==> src/rtl/iir_biquad_cascade_if.sv <==
// Sample stream interface for iir_biquad_cascade.
//   valid_in/data_in : producer offers a sample, taken when ready_in is high
//   ready_in         : filter is idle and can take a sample
//   valid_out        : one-cycle pulse, data_out carries a new result
//   data_out         : filtered (or bypassed) sample, held between pulses
interface iir_biquad_cascade_if #(
    parameter int DATA_WIDTH = 16
);
    logic                  valid_in;
    logic                  ready_in;
    logic [DATA_WIDTH-1:0] data_in;
    logic                  valid_out;
    logic [DATA_WIDTH-1:0] data_out;

    modport master (
        output valid_in,
        output data_in,
        input  ready_in,
        input  valid_out,
        input  data_out
    );

    modport slave (
        input  valid_in,
        input  data_in,
        output ready_in,
        output valid_out,
        output data_out
    );
endinterface

==> src/rtl/iir_biquad_cascade.sv <==
// Cascade of NUM_SECTIONS Direct Form I biquads sharing a single multiplier
// and accumulator. Each section takes 5 MAC cycles (b0,b1,b2,a1,a2) plus one
// ROUND cycle, so a sample needs 6*NUM_SECTIONS+1 cycles to reach data_out.
// Ports:
//   clk, rst_n          : clock, asynchronous active-low reset
//   s_if (slave)        : valid_in/ready_in/data_in in, valid_out/data_out out
//   bypass              : accepted sample is copied straight to data_out
//   state_clr           : zeroes every delay line, aborts a sample in flight
//   coeff_wr_en/addr/wdata : coefficient write (index 5*section + k)
//   coeff_wr_err        : pulse when a write arrives while busy
//   clr_flags           : clears the sticky overflow/underflow flags
//   overflow, underflow : sticky saturation flags
module iir_biquad_cascade #(
    parameter int DATA_WIDTH   = 16,
    parameter int DATA_FRAC    = 15,
    parameter int COEFF_WIDTH  = 20,
    parameter int COEFF_FRAC   = 18,
    parameter int NUM_SECTIONS = 3
) (
    input  logic                                   clk,
    input  logic                                   rst_n,
    iir_biquad_cascade_if.slave                    s_if,
    input  logic                                   bypass,
    input  logic                                   state_clr,
    input  logic                                   coeff_wr_en,
    input  logic [$clog2(5*NUM_SECTIONS)-1:0]      coeff_addr,
    input  logic [COEFF_WIDTH-1:0]                 coeff_wdata,
    output logic                                   coeff_wr_err,
    input  logic                                   clr_flags,
    output logic                                   overflow,
    output logic                                   underflow
);
    localparam int ACC_W  = DATA_WIDTH + COEFF_WIDTH + 3;
    localparam int PROD_W = DATA_WIDTH + COEFF_WIDTH;
    localparam int NCOEF  = 5 * NUM_SECTIONS;
    localparam int CAW    = $clog2(NCOEF);
    localparam int SW     = (NUM_SECTIONS > 1) ? $clog2(NUM_SECTIONS) : 1;

    localparam logic signed [ACC_W-1:0]       SAT_MAX = ACC_W'((1 << (DATA_WIDTH - 1)) - 1);
    localparam logic signed [ACC_W-1:0]       SAT_MIN = ~SAT_MAX;
    localparam logic signed [ACC_W-1:0]       RND_C   = ACC_W'(1) << (COEFF_FRAC - 1);
    localparam logic signed [COEFF_WIDTH-1:0] ONE_C   = COEFF_WIDTH'(1) << COEFF_FRAC;

    // Parameter sanity at elaboration; the data Q-format cancels in the math.
    if (NUM_SECTIONS < 1 || NUM_SECTIONS > 8 || DATA_FRAC >= DATA_WIDTH) begin : g_bad_param
        $error("iir_biquad_cascade: illegal parameter combination");
    end

    typedef enum logic [1:0] {
        IDLE  = 2'd0,
        MAC   = 2'd1,
        ROUND = 2'd2,
        DONE  = 2'd3
    } state_t;

    // Clamp a rounded accumulator to the sample range: {hi, lo, value}.
    function automatic logic [DATA_WIDTH+1:0] saturate(input logic signed [ACC_W-1:0] v);
        logic [DATA_WIDTH+1:0] r;
        if (v > SAT_MAX) begin
            r = {1'b1, 1'b0, DATA_WIDTH'(SAT_MAX)};
        end else if (v < SAT_MIN) begin
            r = {1'b0, 1'b1, DATA_WIDTH'(SAT_MIN)};
        end else begin
            r = {2'b00, DATA_WIDTH'(v)};
        end
        return r;
    endfunction

    state_t                        state_r, state_nx_s;
    logic [SW-1:0]                 sec_r;
    logic [2:0]                    k_r;
    logic signed [DATA_WIDTH-1:0]  cur_x_r;
    logic signed [DATA_WIDTH-1:0]  x1_r [NUM_SECTIONS];
    logic signed [DATA_WIDTH-1:0]  x2_r [NUM_SECTIONS];
    logic signed [DATA_WIDTH-1:0]  y1_r [NUM_SECTIONS];
    logic signed [DATA_WIDTH-1:0]  y2_r [NUM_SECTIONS];
    logic signed [COEFF_WIDTH-1:0] coeff_r [NCOEF];
    logic signed [ACC_W-1:0]       acc_r;
    logic [DATA_WIDTH-1:0]         data_out_r;
    logic                          valid_out_r, coeff_wr_err_r, overflow_r, underflow_r;

    logic                          idle_s, accept_s, bypass_s, last_sec_s, wr_in_range_s;
    logic [CAW-1:0]                coeff_idx_s;
    logic signed [DATA_WIDTH-1:0]  op_x_s;
    logic signed [COEFF_WIDTH-1:0] op_c_s;
    logic signed [PROD_W-1:0]      prod_s;
    logic signed [ACC_W-1:0]       term_s, acc_nx_s, rnd_s;
    logic [DATA_WIDTH+1:0]         sat_pack_s;
    logic signed [DATA_WIDTH-1:0]  sat_s;
    logic                          sat_hi_s, sat_lo_s;

    assign idle_s        = (state_r == IDLE);
    assign accept_s      = s_if.valid_in && idle_s && !bypass;
    assign bypass_s      = s_if.valid_in && idle_s && bypass;
    assign last_sec_s    = (sec_r == SW'(NUM_SECTIONS - 1));
    assign wr_in_range_s = ({1'b0, coeff_addr} < (CAW + 1)'(NCOEF));
    assign coeff_idx_s   = CAW'(8'(sec_r) * 8'd5 + 8'(k_r));

    assign s_if.ready_in  = idle_s;
    assign s_if.valid_out = valid_out_r;
    assign s_if.data_out  = data_out_r;
    assign coeff_wr_err   = coeff_wr_err_r;
    assign overflow       = overflow_r;
    assign underflow      = underflow_r;

    // Sequencer next state; state_clr always returns to IDLE.
    always_comb begin
        state_nx_s = state_r;
        if (state_clr) begin
            state_nx_s = IDLE;
        end else begin
            case (state_r)
                IDLE:    state_nx_s = accept_s ? MAC : IDLE;
                MAC:     state_nx_s = (k_r == 3'd4) ? ROUND : MAC;
                ROUND:   state_nx_s = last_sec_s ? DONE : MAC;
                DONE:    state_nx_s = IDLE;
                default: state_nx_s = IDLE;
            endcase
        end
    end

    // Sequencer state register.
    always_ff @(posedge clk or negedge rst_n) begin
        if (!rst_n) begin
            state_r <= IDLE;
        end else begin
            state_r <= state_nx_s;
        end
    end

    // Shared MAC operand select: k picks x, x1, x2, y1, y2 of the current section.
    always_comb begin
        op_x_s = cur_x_r;
        case (k_r)
            3'd0:    op_x_s = cur_x_r;
            3'd1:    op_x_s = x1_r[sec_r];
            3'd2:    op_x_s = x2_r[sec_r];
            3'd3:    op_x_s = y1_r[sec_r];
            3'd4:    op_x_s = y2_r[sec_r];
            default: op_x_s = cur_x_r;
        endcase
    end

    assign op_c_s = coeff_r[coeff_idx_s];
    assign prod_s = PROD_W'(op_x_s) * PROD_W'(op_c_s);
    assign term_s = ACC_W'(prod_s);

    // Accumulate: k=0 restarts the sum, feedback terms (a1, a2) are subtracted.
    always_comb begin
        acc_nx_s = acc_r;
        if (k_r == 3'd0) begin
            acc_nx_s = term_s;
        end else if (k_r >= 3'd3) begin
            acc_nx_s = acc_r - term_s;
        end else begin
            acc_nx_s = acc_r + term_s;
        end
    end

    assign rnd_s      = (acc_r + RND_C) >>> COEFF_FRAC;
    assign sat_pack_s = saturate(rnd_s);
    assign sat_hi_s   = sat_pack_s[DATA_WIDTH+1];
    assign sat_lo_s   = sat_pack_s[DATA_WIDTH];
    assign sat_s      = sat_pack_s[DATA_WIDTH-1:0];

    // Datapath: sample capture, MAC, section hand-off and output register.
    always_ff @(posedge clk or negedge rst_n) begin
        if (!rst_n) begin
            sec_r       <= '0;
            k_r         <= 3'd0;
            cur_x_r     <= '0;
            acc_r       <= '0;
            data_out_r  <= '0;
            valid_out_r <= 1'b0;
            for (int i = 0; i < NUM_SECTIONS; i++) begin
                x1_r[i] <= '0;
                x2_r[i] <= '0;
                y1_r[i] <= '0;
                y2_r[i] <= '0;
            end
        end else begin
            valid_out_r <= 1'b0;
            if (state_clr) begin
                sec_r <= '0;
                k_r   <= 3'd0;
                for (int i = 0; i < NUM_SECTIONS; i++) begin
                    x1_r[i] <= '0;
                    x2_r[i] <= '0;
                    y1_r[i] <= '0;
                    y2_r[i] <= '0;
                end
            end else begin
                case (state_r)
                    IDLE: begin
                        if (accept_s) begin
                            cur_x_r <= $signed(s_if.data_in);
                            sec_r   <= '0;
                            k_r     <= 3'd0;
                        end else if (bypass_s) begin
                            data_out_r  <= s_if.data_in;
                            valid_out_r <= 1'b1;
                        end
                    end
                    MAC: begin
                        acc_r <= acc_nx_s;
                        k_r   <= (k_r == 3'd4) ? 3'd0 : k_r + 3'd1;
                    end
                    ROUND: begin
                        // Delay lines of this section move only here.
                        x2_r[sec_r] <= x1_r[sec_r];
                        x1_r[sec_r] <= cur_x_r;
                        y2_r[sec_r] <= y1_r[sec_r];
                        y1_r[sec_r] <= sat_s;
                        cur_x_r     <= sat_s;
                        sec_r       <= last_sec_s ? '0 : sec_r + SW'(1);
                    end
                    DONE: begin
                        data_out_r  <= cur_x_r;
                        valid_out_r <= 1'b1;
                    end
                    default: begin
                        k_r <= 3'd0;
                    end
                endcase
            end
        end
    end

    // Coefficient bank: writes land only while idle, busy writes are flagged.
    always_ff @(posedge clk or negedge rst_n) begin
        if (!rst_n) begin
            coeff_wr_err_r <= 1'b0;
            for (int i = 0; i < NCOEF; i++) begin
                coeff_r[i] <= ((i % 5) == 0) ? ONE_C : '0;
            end
        end else begin
            coeff_wr_err_r <= 1'b0;
            if (coeff_wr_en && wr_in_range_s) begin
                if (idle_s) begin
                    coeff_r[coeff_addr] <= coeff_wdata;
                end else begin
                    coeff_wr_err_r <= 1'b1;
                end
            end
        end
    end

    // Sticky saturation flags; clr_flags wins over a same-cycle set.
    always_ff @(posedge clk or negedge rst_n) begin
        if (!rst_n) begin
            overflow_r  <= 1'b0;
            underflow_r <= 1'b0;
        end else if (clr_flags) begin
            overflow_r  <= 1'b0;
            underflow_r <= 1'b0;
        end else if (state_r == ROUND && !state_clr) begin
            overflow_r  <= overflow_r | sat_hi_s;
            underflow_r <= underflow_r | sat_lo_s;
        end else begin
            overflow_r  <= overflow_r;
            underflow_r <= underflow_r;
        end
    end
endmodule

==> src/flat_wrapper.sv <==
// flat-port wrapper written by rule: the top's interface ports become plain ports
module iir_biquad_cascade_flat 
#(
    parameter int DATA_WIDTH   = 16,
    parameter int DATA_FRAC    = 15,
    parameter int COEFF_WIDTH  = 20,
    parameter int COEFF_FRAC   = 18,
    parameter int NUM_SECTIONS = 3
)
  (clk, rst_n, bypass, state_clr, coeff_wr_en, coeff_addr, coeff_wdata, coeff_wr_err, clr_flags, overflow, underflow, s_if_valid_in, s_if_data_in, s_if_ready_in, s_if_valid_out, s_if_data_out);
  iir_biquad_cascade_if #(.DATA_WIDTH(DATA_WIDTH)) s_if_i ();
  input  logic clk;
  input  logic rst_n;
  input  logic bypass;
  input  logic state_clr;
  input  logic coeff_wr_en;
  input  logic [$clog2(5*NUM_SECTIONS)-1:0] coeff_addr;
  input  logic [COEFF_WIDTH-1:0] coeff_wdata;
  output logic coeff_wr_err;
  input  logic clr_flags;
  output logic overflow;
  output logic underflow;
  input wire logic [$bits(s_if_i.valid_in)-1:0] s_if_valid_in;
  input wire logic [$bits(s_if_i.data_in)-1:0] s_if_data_in;
  output wire logic [$bits(s_if_i.ready_in)-1:0] s_if_ready_in;
  output wire logic [$bits(s_if_i.valid_out)-1:0] s_if_valid_out;
  output wire logic [$bits(s_if_i.data_out)-1:0] s_if_data_out;
  assign s_if_i.valid_in = s_if_valid_in;
  assign s_if_i.data_in = s_if_data_in;
  assign s_if_ready_in = s_if_i.ready_in;
  assign s_if_valid_out = s_if_i.valid_out;
  assign s_if_data_out = s_if_i.data_out;
  iir_biquad_cascade #(.DATA_WIDTH(DATA_WIDTH), .DATA_FRAC(DATA_FRAC), .COEFF_WIDTH(COEFF_WIDTH), .COEFF_FRAC(COEFF_FRAC), .NUM_SECTIONS(NUM_SECTIONS)) u_core (.clk(clk), .rst_n(rst_n), .s_if(s_if_i), .bypass(bypass), .state_clr(state_clr), .coeff_wr_en(coeff_wr_en), .coeff_addr(coeff_addr), .coeff_wdata(coeff_wdata), .coeff_wr_err(coeff_wr_err), .clr_flags(clr_flags), .overflow(overflow), .underflow(underflow));
endmodule
==> config.mk <==
export PLATFORM = sky130hd
export DESIGN_NAME = iir_biquad_cascade_flat
export DESIGN_NICKNAME = d
export VERILOG_FILES = /design/src/rtl/iir_biquad_cascade_if.sv /design/src/rtl/iir_biquad_cascade.sv /design/src/flat_wrapper.sv
export SDC_FILE = /design/constraint.sdc
export NUM_CORES = 2
export LEC_CHECK = 0
export BUFFER_PORTS_ARGS = -buffer_cell sky130_fd_sc_hd__buf_2
export CORE_AREA = 4 4 374 192
export CTS_CLUSTER_DIAMETER = 150
export DETAILED_ROUTE_END_ITERATION = 10
export DIE_AREA = 0 0 378 196
export GPL_ROUTABILITY_DRIVEN = 0
export PLACE_DENSITY = 0.89
export RECOVER_POWER = 25
export SYNTH_ARGS = -nofsm -noshare
export SYNTH_HDL_FRONTEND = slang
export SYNTH_SLANG_ARGS = --single-unit
==> constraint.sdc <==
create_clock -name clk -period 14.55 [get_ports clk]
set_input_delay 2.1825 -clock clk [delete_from_list [all_inputs] [get_ports clk]]
set_output_delay 2.1825 -clock clk [all_outputs]
set_load 0.01 [all_outputs]
==> results.yml <==
clock_network:
  cts_root_buffer: "clkbuf_16"
  cts_hold_buf: 0
  htree_levels: 2
  cts_resized: 0
  cts_buffer_depth: 3
  cts_tree: "built"
  clk_latency_ns: 0.65
  cts_made_buffers: 52
  post-cts-setup-buffers: 0
  path_clk_slew_ns: 0.07
  clock-sinks: 574
grt:
  antenna_found_initial: 2
  grt_pass1_vias: 31900
  gr-usage-all-layers_pct: 31.2
  grt_overflow_total: 0
  grt_pass1_wl_um: 182000
  grt_max_degree: 176
run:
  maxCapViolations: 9
timing:
  final-hold-violation-count: 0
  period_needed_ns: 14.18
  slew_headroom_pct: -160
  clock_skew_ns: 0.0288
  fmax_mhz: 70.5
  rsz0062_at_grt: "no"
  slew_violations: 398
  tightest_slew_ns: 3.90
  period_share_pct: 97.5
  setup_violations: 0
  finalSetupTns_ns: 0
worst_hold_path:
  hold_path.class: "register to register"
  min-delay-start: "u_core.y1_r[11]"
placement:
  portBuffers: 67
  detailed_place_hpwl_um: 80500
setup_path:
  endpoint_kind: "register"
  critPathArrivalTime_ns: 14.70
  regToRegStartpoint: "u_core.sec_r[1]"
  cp.required_ns: 15.07
  cpMaxStageDelayCell: "o21ai_2"
  startpoint: "u_core.sec_r[1]"
  cp_max_fo: 37
  cp-start-kind: "register"
  criticalPathCategory: "register to register"
  cp_common_cell: "fa_1"
  slowest_delay_ns: 1.05
floorplanning:
  die-area_um2: 74100
  initial_core_util_pct: 60.4
  die_w_um: 378
  core_um2: 68400
  die_h_um: 196
  ios: 68
  rows: 68
routing:
  vias: 31300
  drt_first_pass_iters: 7
  vias_per_cell: 6.56
  ant_nets: 0
  drt-total-wl_um: 114000
  drcViolationCount: 0
  dr.first_iter.drc_count: 4357
  post_drt_wl_per_cell_um: 23.8
logic_synthesis:
  syn_area_um2: 41300
  ys_seq_area_share_pct: 34.8
  synth_warnings: 0
  ys.flop_type: "dfrtp_1"
  yosys.area.top_type: "dfrtp_1"
  synthArstFlopShare_pct: 100
  syn_inst: 3888
  ys_ff_latch: 574
  synthMostInstantiatedCell: "dfrtp_1"
  yosys.area.top_type_share_pct: 34.6
  syn-mean-instance-area_um2: 10.6
  ys_top_cells_by_area: "dfrtp_1 (35%), fa_1 (16%), mux2_2 (8.3%)"
  synthTopCellsByCount: "dfrtp_1 (571), inv_1 (389), nand2_1 (366), fa_1 (321), mux2_2 (304)"
  ys_types: 86
  syn-num-nets: 4398
  synth-edff-count: 0
layout:
  drive_above_1_share_pct: 16.8
  n_antenna_cell: 0
  area_growth_pct: 7.37
  nNetsFinal: 4340
status:
  status: "finished with violations"
  violations: "max-capacitance violations, max-slew violations"
## path summary, 6_finish.rpt
path | endpoint | slack (ns) | depth (start not counted)
min in group asynchronous | u_core.coeff_r[17] | 2.88 | 1
hold reg to reg | u_core.y1_r[11] | 0.48 | 2
setup reg to reg | u_core.acc_r[37] | 0.37 | 40
setup / recovery | u_core.acc_r[37] | 0.37 | 40
max in group asynchronous | u_core.x1_r[29] | 5.95 | 4
hold / removal | u_core.y1_r[11] | 0.48 | 2
## metrics by stage
step | instance area, um2 | utilization, % | worst slack, ns | std cells | hold slack, ns
final | 44400 | 64.9 | 0.368 | 4780 | 0.482
after global routing | 44400 | 64.9 | 0.0273 | 4780 | 0.499
after CTS | 44400 | 65.0 | 1.40 | 4780 | 0.486
after detailed placement | 42600 | 62.2 | 1.53 | 4686 | 0.471
after global placement | 42600 | 62.2 | 1.84 | 4686 | 0.462
after floorplan | 41300 | - | 2.82 | 3888 | 0.449
## layer usage
metal	part of all wire (%)	track usage (%)
met2	41	42.8
met1	41	46.8
met3	15	11.8
met4	2.6	7.94
met5	0.037	0
## sequential cells by signal, summed over array words and instances (netlist names)
signal and cells:
u_core.k_r 3, u_core.cur_x_r 16, u_core.overflow 1, u_core.state_r 2, u_core.y2_r 48, u_core.x2_r 48, u_core.coeff_wr_err 1, u_core.x1_r 48
u_core.underflow 1, u_core.s_if.valid_out 1, u_core.acc_r 39, u_core.coeff_r 300, u_core.sec_r 2, u_core.y1_r 48, u_core.s_if.data_out 16
## area by class of cell
type                            instances  area [um2]
Sequential cell                       574       14400
Multi-Input combinational cell       2680       24700
Inverter                              390        1460
Clock inverter                         27         392
Clock buffer                           67        1480
Timing Repair Buffer                  132         793
Fill cell                            4878       24000
Tap cell                              910        1140
## worst max-delay path: cells and delay by family, from the launching register on
kind	cells	cell delay (ns)
mux	1	0.23
compound gates	15	4.37
xor+xnor	1	0.27
buf+inv	4	0.63
flops	1	0.70
fa+ha+maj	8	3.50
simple gates	11	4.31
## kinds of logic after synthesis
group,Yosys count,synth area share [%]
AND/OR/NAND/NOR,886,10.2
AO/OA/AOI/OAI,724,11.7
buffers and inverters,634,5.82
flip-flops,574,34.8
multiplexers,489,15.2
adder cells (fa/ha/maj),463,19.8
XOR/XNOR,118,2.50
## placed cells by master, fill, tap and decap left out, drive strengths merged, types with 12 or more instances in the layout
cell    netlist  routed
a211oi       30      30
a21o         49      49
a21oi       142     142
a221oi       15      15
a22o        141     141
a31oi        26      26
and2        182     182
and3         18      18
buf          38     118
clkbuf      206      81
clkinv        1      12
dfrtp       571     571
fa          321     321
ha          142     142
inv         389     396
mux2        305     305
mux2i       104     104
mux4         80      80
nand2       366     366
nand2b       16      16
nand3        23      23
nand4        12      12
nor2        175     175
nor2b        15      15
nor3         34      34
o21a         36      36
o21ai       209     209
o22ai        20      20
xnor2        71      71
xor2         47      47
Power is not shown: default switching activity piles up to over one toggle a cycle in this logic, so the estimate is an artifact.
